===== src/rtl/alu_muldiv_seq.sv =====
// Multi-cycle MUL/MULHU/DIVU/REMU sequencer that borrows the execute-stage ALU
// for one ADD (shift-add multiply) or SUB (restoring divide) per cycle.
module alu_muldiv_seq (
  input  logic        i_clk,
  input  logic        i_reset,
  input  logic        i_start,
  input  logic [1:0]  i_op,
  input  logic [31:0] i_rs1,
  input  logic [31:0] i_rs2,
  input  logic        i_flush,
  output logic [31:0] o_alu_operand_a,
  output logic [31:0] o_alu_operand_b,
  output logic [3:0]  o_alu_op,
  input  logic [31:0] i_alu_data,
  output logic        o_busy,
  output logic        o_done,
  output logic [31:0] o_result
);

  localparam int unsigned XLEN     = 32;
  localparam int unsigned CNT_W    = 5;
  localparam logic [3:0]  ALU_ADD  = 4'b0000;
  localparam logic [3:0]  ALU_SUB  = 4'b1000;
  localparam logic [1:0]  OP_MUL   = 2'b00;
  localparam logic [1:0]  OP_MULHU = 2'b01;
  localparam logic [1:0]  OP_DIVU  = 2'b10;

  typedef enum logic [1:0] {IDLE, RUN, DONE} state_t;

  state_t            state_q, state_d;
  logic [CNT_W-1:0]  count_q;
  logic [1:0]        op_q;
  // acc: hi (multiply) / r (divide); sh: lo / q; opnd: mcand / dvs
  logic [XLEN-1:0]   acc_q, sh_q, opnd_q;
  logic              is_div;
  logic [XLEN:0]     div_sh;
  logic              mul_carry, div_ge;
  logic              start_ok, step_ok;

  assign is_div    = op_q[1];
  assign div_sh    = {acc_q, sh_q[XLEN-1]};
  assign mul_carry = (i_alu_data < acc_q);
  assign div_ge    = div_sh[XLEN] | (div_sh[XLEN-1:0] >= opnd_q);
  assign start_ok  = (state_q == IDLE) && i_start && !i_flush;
  assign step_ok   = (state_q == RUN) && !i_flush;
  assign o_busy    = (state_q != IDLE);

  // State register
  always_ff @(posedge i_clk or posedge i_reset) begin
    if (i_reset) state_q <= IDLE;
    else         state_q <= state_d;
  end

  // Next state, ALU drive and result strobe
  always_comb begin
    state_d         = state_q;
    o_alu_operand_a = '0;
    o_alu_operand_b = '0;
    o_alu_op        = ALU_ADD;
    o_done          = 1'b0;
    o_result        = '0;
    case (state_q)
      IDLE: begin
        if (start_ok) state_d = RUN;
      end
      RUN: begin
        if (is_div) begin
          o_alu_operand_a = div_sh[XLEN-1:0];
          o_alu_operand_b = opnd_q;
          o_alu_op        = ALU_SUB;
        end else begin
          o_alu_operand_a = acc_q;
          o_alu_operand_b = sh_q[0] ? opnd_q : '0;
        end
        if (i_flush)                           state_d = IDLE;
        else if (count_q == CNT_W'(XLEN - 1))  state_d = DONE;
      end
      DONE: begin
        // A flush landing on the DONE cycle suppresses the strobe
        o_done = !i_flush;
        if (!i_flush) begin
          case (op_q)
            OP_MUL:   o_result = sh_q;
            OP_MULHU: o_result = acc_q;
            OP_DIVU:  o_result = sh_q;
            default:  o_result = acc_q;
          endcase
        end
        state_d = IDLE;
      end
      default: state_d = IDLE;
    endcase
  end

  // Datapath: operand latch on start, one shift-add / restore step per RUN cycle
  always_ff @(posedge i_clk or posedge i_reset) begin
    if (i_reset) begin
      count_q <= '0;
      op_q    <= '0;
      acc_q   <= '0;
      sh_q    <= '0;
      opnd_q  <= '0;
    end else if (start_ok) begin
      count_q <= '0;
      op_q    <= i_op;
      acc_q   <= '0;
      sh_q    <= i_rs1;
      opnd_q  <= i_rs2;
    end else if (step_ok) begin
      count_q <= count_q + CNT_W'(1);
      if (is_div) begin
        acc_q <= div_ge ? i_alu_data : div_sh[XLEN-1:0];
        sh_q  <= {sh_q[XLEN-2:0], div_ge};
      end else begin
        acc_q <= {mul_carry, i_alu_data[XLEN-1:1]};
        sh_q  <= {i_alu_data[0], sh_q[XLEN-1:1]};
      end
    end
  end

endmodule


===== config.mk =====
export PLATFORM = sky130hd
export DESIGN_NAME = alu_muldiv_seq
export DESIGN_NICKNAME = d
export VERILOG_FILES = /design/src/rtl/alu_muldiv_seq.sv
export SDC_FILE = /design/constraint.sdc
export NUM_CORES = 1
export LEC_CHECK = 0
export BUFFER_PORTS_ARGS = -buffer_cell sky130_fd_sc_hd__buf_2
export CAP_MARGIN = 20
export CELL_PAD_IN_SITES_DETAIL_PLACEMENT = 0
export CELL_PAD_IN_SITES_GLOBAL_PLACEMENT = 1
export CORE_MARGIN = 1.5
export CORE_UTILIZATION = 40
export CTS_BUF_LIST = sky130_fd_sc_hd__clkbuf_16
export CTS_CLUSTER_DIAMETER = 200
export DETAILED_ROUTE_END_ITERATION = 6
export MAX_ROUTING_LAYER = met4
export PLACE_DENSITY = 0.87
export SLEW_MARGIN = 30
export SYNTH_ARGS = -nofsm -noshare
export SYNTH_HDL_FRONTEND = slang
export SYNTH_SLANG_ARGS = --single-unit

===== constraint.sdc =====
create_clock -name i_clk -period 3.42 [get_ports i_clk]
set_clock_uncertainty 0.05 [all_clocks]
set_input_delay 0.342 -clock i_clk [delete_from_list [all_inputs] [get_ports i_clk]]
set_output_delay 0.342 -clock i_clk [all_outputs]
set_load 0.005 [all_outputs]

==> results.md, run 1 <==
- Status: finished, final reports clean
- Critical path arrival: between 2000 and 2500 ps
- H-tree Lvls: 3
- Clock buffer depth: 2
- Reg clk slew, reported paths: 70 ps
- Vias in the first global route: 7301
- Fmax: 0.358 GHz
- Full die area: ~21000 sq um
- Synth Register Bits: 105
- Crit Reg-Reg Endpoint: acc_q[30]$_DFFE_PP0P_
- Starting density of the core: about two fifths
- Max-Cap Viols: 0
- Type of the worst setup path: reg2out
- Largest net degree at the start of global routing: 127
- Final setup violation count: 0
- CP max-delay cell: dfrtp_4
- I/O Pins: about 200
- Die width: about 140 um
- Drt initial violations: 652
- CTS root buffer: clkbuf_16
- Leak: 4.54 nW
- DRC violations left: 0
- # hold bufs at CTS: 0
- Relative slew slack: 42.4%
- TritonRoute pass-1 iters: 6
- Global-route wire length before repair: 41.0 mm
- Synth-to-Final Area Change: 17.4%
- Critical R2R Launch: acc_q[30]$_DFFE_PP0P_
- Core area: 19600 sq um
- Crit Path Max Fanout: 43
- Flop-to-flop setup slack: 740 ps
- Mapped Area: 8070 sq um
- EDFF count, synth: 0
- Syn. warnings: 0
- Ratio of cells with drive above 1 in the final layout: 21.8%
- Ant. Diodes: 0
- Vias: approximately 7900
- Worst skew pair latency: around 350 ps
- Slew @ Worst Pin: about 860 ps
- Post-route ant nets: 0
- Fin. Hold Viols: 0
- Async SR Flop Fraction: 100%
- CP Launch Type: register
- RSZ-0062 raised after global routing: false
- R2R cell count: 7
- Total power: 5.24 mW
- Minimum clock period: ~2800 ps
- Total Routed Length: 26.0 mm
- Nets@finish: roughly 1300
- Wire per inst: ~18 um
- # fillers: about 2000
- PostCTS Resize Cnt: 0
- Total CTS buffers: 9
- Setup TNS: 0 ps
- Clock Sinks: 105
- CP peak stage delay: ~760 ps
- Final HPWL DP: roughly 18 mm
- Critical Path, Cell by Cell: nor2_2 -> buf_4 -> nor3b_1 -> buf_2
- CTS tree: yes
- Overall global routing resource usage: roughly 25%
- Final GP Congestion: 0.868
- Antenna violations before repair: 0
- Number of vias per cell: about 5.6
- Rows: 51
- Die H: 145 um
- Top_reg_cell synth: dfrtp_1
- PwrDens: 553 nW/um^2
- Synth Instances: between 900 and 1000
- Remaining Overflow, GRT: 0
- Post-CTS setup buffer count: 0
- Worst min-delay path category: in2async
- Fin. max-slew vios: 0
- IR drop worst, VDD: 0.000277 V
- Worst path required time: 3030 ps
- Syn_area_per_cell: 8.07 sq um
- Critical Path Sink Type: primary output
- Netlist cell types: 59
- Sequential share of the synthesized area: 32.6%
- I/O Buffers: 200
- Final period util: between 80% and 90%
## area by class of cell
type	instances	area [sq um]	area share (%)
repair buffers	220	1180	12.4
well taps	265	332	3.50
clock buffers	9	225	2.38
inverters	69	262	2.76
flip-flops and latches	105	2630	27.8
clock inverters	6	28.8	0.304
multi-input cells	751	4810	50.8
## power by group
| part | internal [mW] | switching [mW] | leakage, nW |
|---|---|---|---|
| clock network | 0.481 | 0.489 | 0.131 |
| logic | 0.937 | 1.29 | 3.07 |
| registers | 1.53 | 0.511 | 1.34 |
## sequential cells by signal, summed over array words and instances, names as in the netlist
signal   count
acc_q       32
count_q      5
op_q         2
opnd_q      32
sh_q        32
state_q      2
## cells in the mapped netlist (3+ instances only)
master    count  area share, %
o21ai_0     112            7.0
nand2_1     110            5.1
nor2_1      109            5.1
dfrtp_1     105             33
mux2i_1      95             12
a21oi_1      75            4.7
inv_1        68            3.2
ha_1         65             10
clkbuf_1     36            1.7
nand3_1      35            2.2
nor3_1       35            2.2
a32oi_1      31            3.4
buf_2        15           0.93
o21ai_1      14           0.87
a221o_1      10            1.2
buf_1        10           0.47
nand4_1       9           0.70
buf_6         7           0.98
a21o_1        4           0.37
buf_4         3           0.28
o21a_1        3           0.28
or2_2         3           0.23
## worst max path at each step
| stage | startpoint | end | slack, ps | depth (start not counted) |
|---|---|---|---|---|
| 2_1_floorplan | i_reset | acc_q[0]$_DFFE_PP0P_ | 270 | 1 |
| 3_3_place_gp | acc_q[30]$_DFFE_PP0P_ | acc_q[20]$_DFFE_PP0P_ | 810 | 7 |
| 3_5_place_dp | acc_q[12]$_DFFE_PP0P_ | acc_q[24]$_DFFE_PP0P_ | 780 | 7 |
| 4_1_cts | op_q[1]$_DFFE_PP0P_ | o_alu_operand_b[0] | 620 | 4 |
| 5_1_grt | op_q[1]$_DFFE_PP0P_ | o_alu_operand_b[14] | 530 | 4 |
| 6_report | op_q[1]$_DFFE_PP0P_ | o_alu_operand_b[0] | 620 | 4 |
## layer usage
metal	part of all wire (%)	up-vias	global-route usage (%)
li1	-	3834	-
met1	45	3740	33.1
met2	47	323	39.9
met3	6.7	20	4.40
met4	1.6	0	5.93
met5	0	-	-
## worst max-delay path: cells and delay by family (launching register included)
family                 cells  cell delay [ps]
buffers and inverters      2              540
DFF                        1              760
and+or+nand+nor            2              740
## cell families (layout without fill, tap and decap cells)
logic type / after synthesis / in the layout / synth area share, %
simple gates: 315 / 315 / 17.0
fa+ha+maj: 65 / 65 / 10.1
xor+xnor: 3 / 3 / 0.326
compound gates: 268 / 268 / 19.9
other cells: 1 / 3 / 0.0465
flops: 105 / 105 / 32.6
buf+inv: 145 / 304 / 8.05
mux: 97 / 97 / 12.1
## layout by cell type, fill, tap and decap left out, types with 31 or more instances in the layout
master	instances
mux2i_1	95
o21ai_0	112
nand2_1	110
dfrtp_1	103
nor2_1	107
buf_2	200
nor3_1	35
nand3_1	35
ha_1	65
inv_1	69
a21oi_1	75
a32oi_1	31
## per-stage QoR
stage / setup WS [ps] / hold WS, ps / util, % / instance area [sq um] / cells
floorplan: 267 / 409 / - / 8070 / 1001
global placement: 812 / 467 / 47.0 / 9210 / 1410
detailed placement: 780 / 474 / 47.0 / 9210 / 1410
CTS: 624 / 128 / 48.3 / 9470 / 1425
global route: 531 / 125 / 48.3 / 9470 / 1425
finish: 623 / 111 / 48.3 / 9470 / 1425
Note: power is estimated with default switching activity, not from simulation.
==> run 2: changes to the inputs <==
--- a/config.mk
+++ b/config.mk
@@ -10,12 +10,12 @@
 export CELL_PAD_IN_SITES_DETAIL_PLACEMENT = 0
 export CELL_PAD_IN_SITES_GLOBAL_PLACEMENT = 1
 export CORE_MARGIN = 1.5
-export CORE_UTILIZATION = 40
+export CORE_UTILIZATION = 36
 export CTS_BUF_LIST = sky130_fd_sc_hd__clkbuf_16
 export CTS_CLUSTER_DIAMETER = 200
 export DETAILED_ROUTE_END_ITERATION = 6
 export MAX_ROUTING_LAYER = met4
-export PLACE_DENSITY = 0.87
+export PLACE_DENSITY = 0.83
 export SLEW_MARGIN = 30
 export SYNTH_ARGS = -nofsm -noshare
 export SYNTH_HDL_FRONTEND = slang
==> constraint.sdc (replaced) <==
create_clock -name i_clk -period 2.55 [get_ports i_clk]
set_clock_uncertainty 0.05 [all_clocks]
set_input_delay 0.255 -clock i_clk [delete_from_list [all_inputs] [get_ports i_clk]]
set_output_delay 0.255 -clock i_clk [all_outputs]
set_load 0.005 [all_outputs]
==> results.md, run 2 (same netlist as run 1, synthesis figures left out) <==
- CTS root buffer: clkbuf_16 (unchanged)
- Overall global routing resource usage: 23.8% (was 25.0%)
- Final setup violation count: 0 (unchanged)
- Placement Cell Area: 9570 sq um (was 9210 sq um)
- Vias in the first global route: 7728 (was 7301)
- Vias: 8026 (was 7917)
- Most frequent cells in the layout: 200 x buf_2, 112 x o21ai_0, 110 x nand2_1 (unchanged)
- DRC violations left: 0 (unchanged)
- Metal-1 WL: 12.0 mm (was 11.6 mm)
- Largest regs: acc_q (32), opnd_q (32), sh_q (32) (unchanged)
- Clock buffer depth: 2 (unchanged)
- Minimum clock period: between 2000 and 2500 ps
- Synth-to-Final Area Change: 22.0% (was 17.4%)
- Top Layer Used: met4 (unchanged)
- Clock power share: 17.9% (was 18.5%)
- TritonRoute pass-1 iters: 5 (was 6)
- Relative slew slack: 61.7% (was 42.4%)
- Die H: 153 um (was 145 um)
- PwrDens: 742 nW/um^2 (was 553 nW/um^2)
- Status: finished, final reports clean (unchanged)
- CTS tree: yes (unchanged)
- Post-route ant nets: 0 (unchanged)
- Fmax: 0.419 GHz
- Power share of the combinational group: 48.5% (was 42.6%)
- IR drop worst, VDD: 0.000338 V (was 0.000277 V)
- Switching power total: 3.13 mW (was 2.29 mW)
- Slew @ Worst Pin: 574 ps (was 864 ps)
- Post-Route Utilization: 44.9% (was 48.3%)
- Design area: 9840 sq um (was 9470 sq um)
- Critical Path Source: acc_q[9]$_DFFE_PP0P_ (was op_q[1]$_DFFE_PP0P_)
- Critical Path Sink Type: register (was primary output)
- Ant. Diodes: 0 (unchanged)
- Flop-to-flop setup slack: 160 ps (was 740 ps)
- Critical R2R Launch: acc_q[9]$_DFFE_PP0P_ (was acc_q[30]$_DFFE_PP0P_)
- Seq pwr share: 33.6% (was 38.9%)
- Leak: 4.74 nW (was 4.54 nW)
- Type of the worst setup path: reg2reg (was reg2out)
- Worst min-delay path category: in2reg (was in2async)
- Crit Path Max Fanout: 8 (was 43)
- RSZ-0062 raised after global routing: false (unchanged)
- Core area: 21900 sq um (was 19600 sq um)
- Placed cells: 1456 (was 1410)
- Worst path required time: 2790 ps (was 3030 ps)
- Number of vias per cell: 5.45 (was 5.56)
- Worst skew pair latency: 360 ps (was 350 ps)
- H-tree Lvls: 3 (unchanged)
- Setup TNS: 0 ps (unchanged)
- I/O Buffers: 200 (unchanged)
- R2R cell count: 8 (was 7)
- Antenna violations before repair: 0 (unchanged)
- Crit Reg-Reg Endpoint: acc_q[31]$_DFFE_PP0P_ (was acc_q[30]$_DFFE_PP0P_)
- Nets@finish: 1355 (was 1323)
- Final period util: around 94%
- Fin. max-slew vios: 0 (unchanged)
- Reg clk slew, reported paths: 70 ps (about the same)
- I/O Pins: 204 (unchanged)
- Wire per inst: 18.2 um (about the same)
- Global-route wire length before repair: 43.2 mm (was 41.0 mm)
- Final worst setup slack: 163 ps (was 623 ps)
- Worst hold path stage count: 3
- Starting density of the core: 36.8% (was 41.2%)
- Total Routed Length: 26.8 mm (was 26.0 mm)
- Remaining Overflow, GRT: 0 (unchanged)
- P_int: 4.18 mW (was 2.94 mW)
- Rows: 54 (was 51)
- Critical path arrival: 2620 ps (was 2400 ps)
- Die width: 153 um (was 145 um)
- Pre-CTS WS: 159 ps (was 780 ps)
- Total CTS buffers: 9 (unchanged)
- Finished Layout Cells: 1472 (was 1425)
- CP Capture Point: acc_q[31]$_DFFE_PP0P_ (was o_alu_operand_b[0])
- Met2 WL: 12.7 mm (was 12.3 mm)
- CP Launch Type: register (unchanged)
- Full die area: 23300 sq um (was 21000 sq um)
- Fin. Hold Viols: 0 (unchanged)
- # fillers: 2297 (was 2005)
- Max-Cap Viols: 0 (unchanged)
- Wire length on met3: 1.70 mm (was 1.74 mm)
- Final HPWL DP: 19.1 mm (was 18.3 mm)
- Sw Ratio: 42.8% (was 43.8%)
- Largest net degree at the start of global routing: 106 (was 127)
- Drt initial violations: 585 (was 652)
- Clock Sinks: 105 (unchanged)
- Most common cell after layout, fill and taps aside: buf_2 (unchanged)
- Ratio of cells with drive above 1 in the final layout: 23.9% (was 21.8%)
- Total power: 7.30 mW (was 5.24 mW)
- Final GP Congestion: 0.878 (was 0.868)
- Fin Hold WS: 37.7 ps (was 111 ps)
## run 2: changes by cell type in the layout (fill, tap and decap cells not counted)
cell           change
buf_12             +8
inv_1              +1
clkinvlp_4         +2
inv_4              -1
nor4_2             +1
buf_4             +23
nor4_1             -1
clkinv_2           -1
dlygate4sd3_1      +1
clkinv_1           -1
## run 2: critical path: stages, from the launching register on
cell and delay [ps]:
dfrtp_1 540, inv_1 80, ha_1 300, a21oi_1 160, o21ai_0 120, a221o_1 340, o311ai_0 390, nand4_1 150
a22oi_1 180
## run 2: worst min-delay path by stage
stage	from	endpoint	slack (ps)
2_1_floorplan	i_op[1]	op_q[1]$_DFFE_PP0P_	320
5_1_grt	i_rs2[3]	opnd_q[3]$_DFFE_PP0P_	40
3_3_place_gp	i_reset	sh_q[22]$_DFFE_PP0P_	290
3_5_place_dp	i_reset	sh_q[22]$_DFFE_PP0P_	290
6_report	i_rs2[16]	opnd_q[16]$_DFFE_PP0P_	40
4_1_cts	i_rs2[3]	opnd_q[3]$_DFFE_PP0P_	30
## run 2: what timing repair did
item / CTS / global route
hold endpoints to repair: 19 / 0
buffers inserted: 0 / 0
endpoints found under the setup margin: 0 / 1
hold buffers: 1 / 0
resized for setup: 0 / 1
## run 2: area by class of cell
type / count / area, sq um / area share [%]
clock inverters: 6 / 31.3 / 0.318
inverters: 69 / 263 / 2.67
clock buffers: 9 / 225 / 2.29
flip-flops and latches: 105 / 2630 / 26.8
multi-input cells: 751 / 4820 / 49.0
repair buffers: 252 / 1520 / 15.4
well taps: 280 / 350 / 3.56
## run 2: metal layers
layer / GRT usage (%) / vias up
li1: - / 3895
met1: 31.5 / 3805
met2: 37.9 / 299
met3: 4.12 / 27
met4: 5.49 / 0
met5: - / -
## run 2: power groups by stage
stage,clock network (mW),registers (mW),logic (mW)
2_1_floorplan,0,2.41,2.27
6_report,1.31,2.46,3.54
5_1_grt,1.40,2.51,3.98
3_3_place_gp,0,2.47,3.46
4_1_cts,1.34,2.45,3.54
3_5_place_dp,0,2.48,3.52
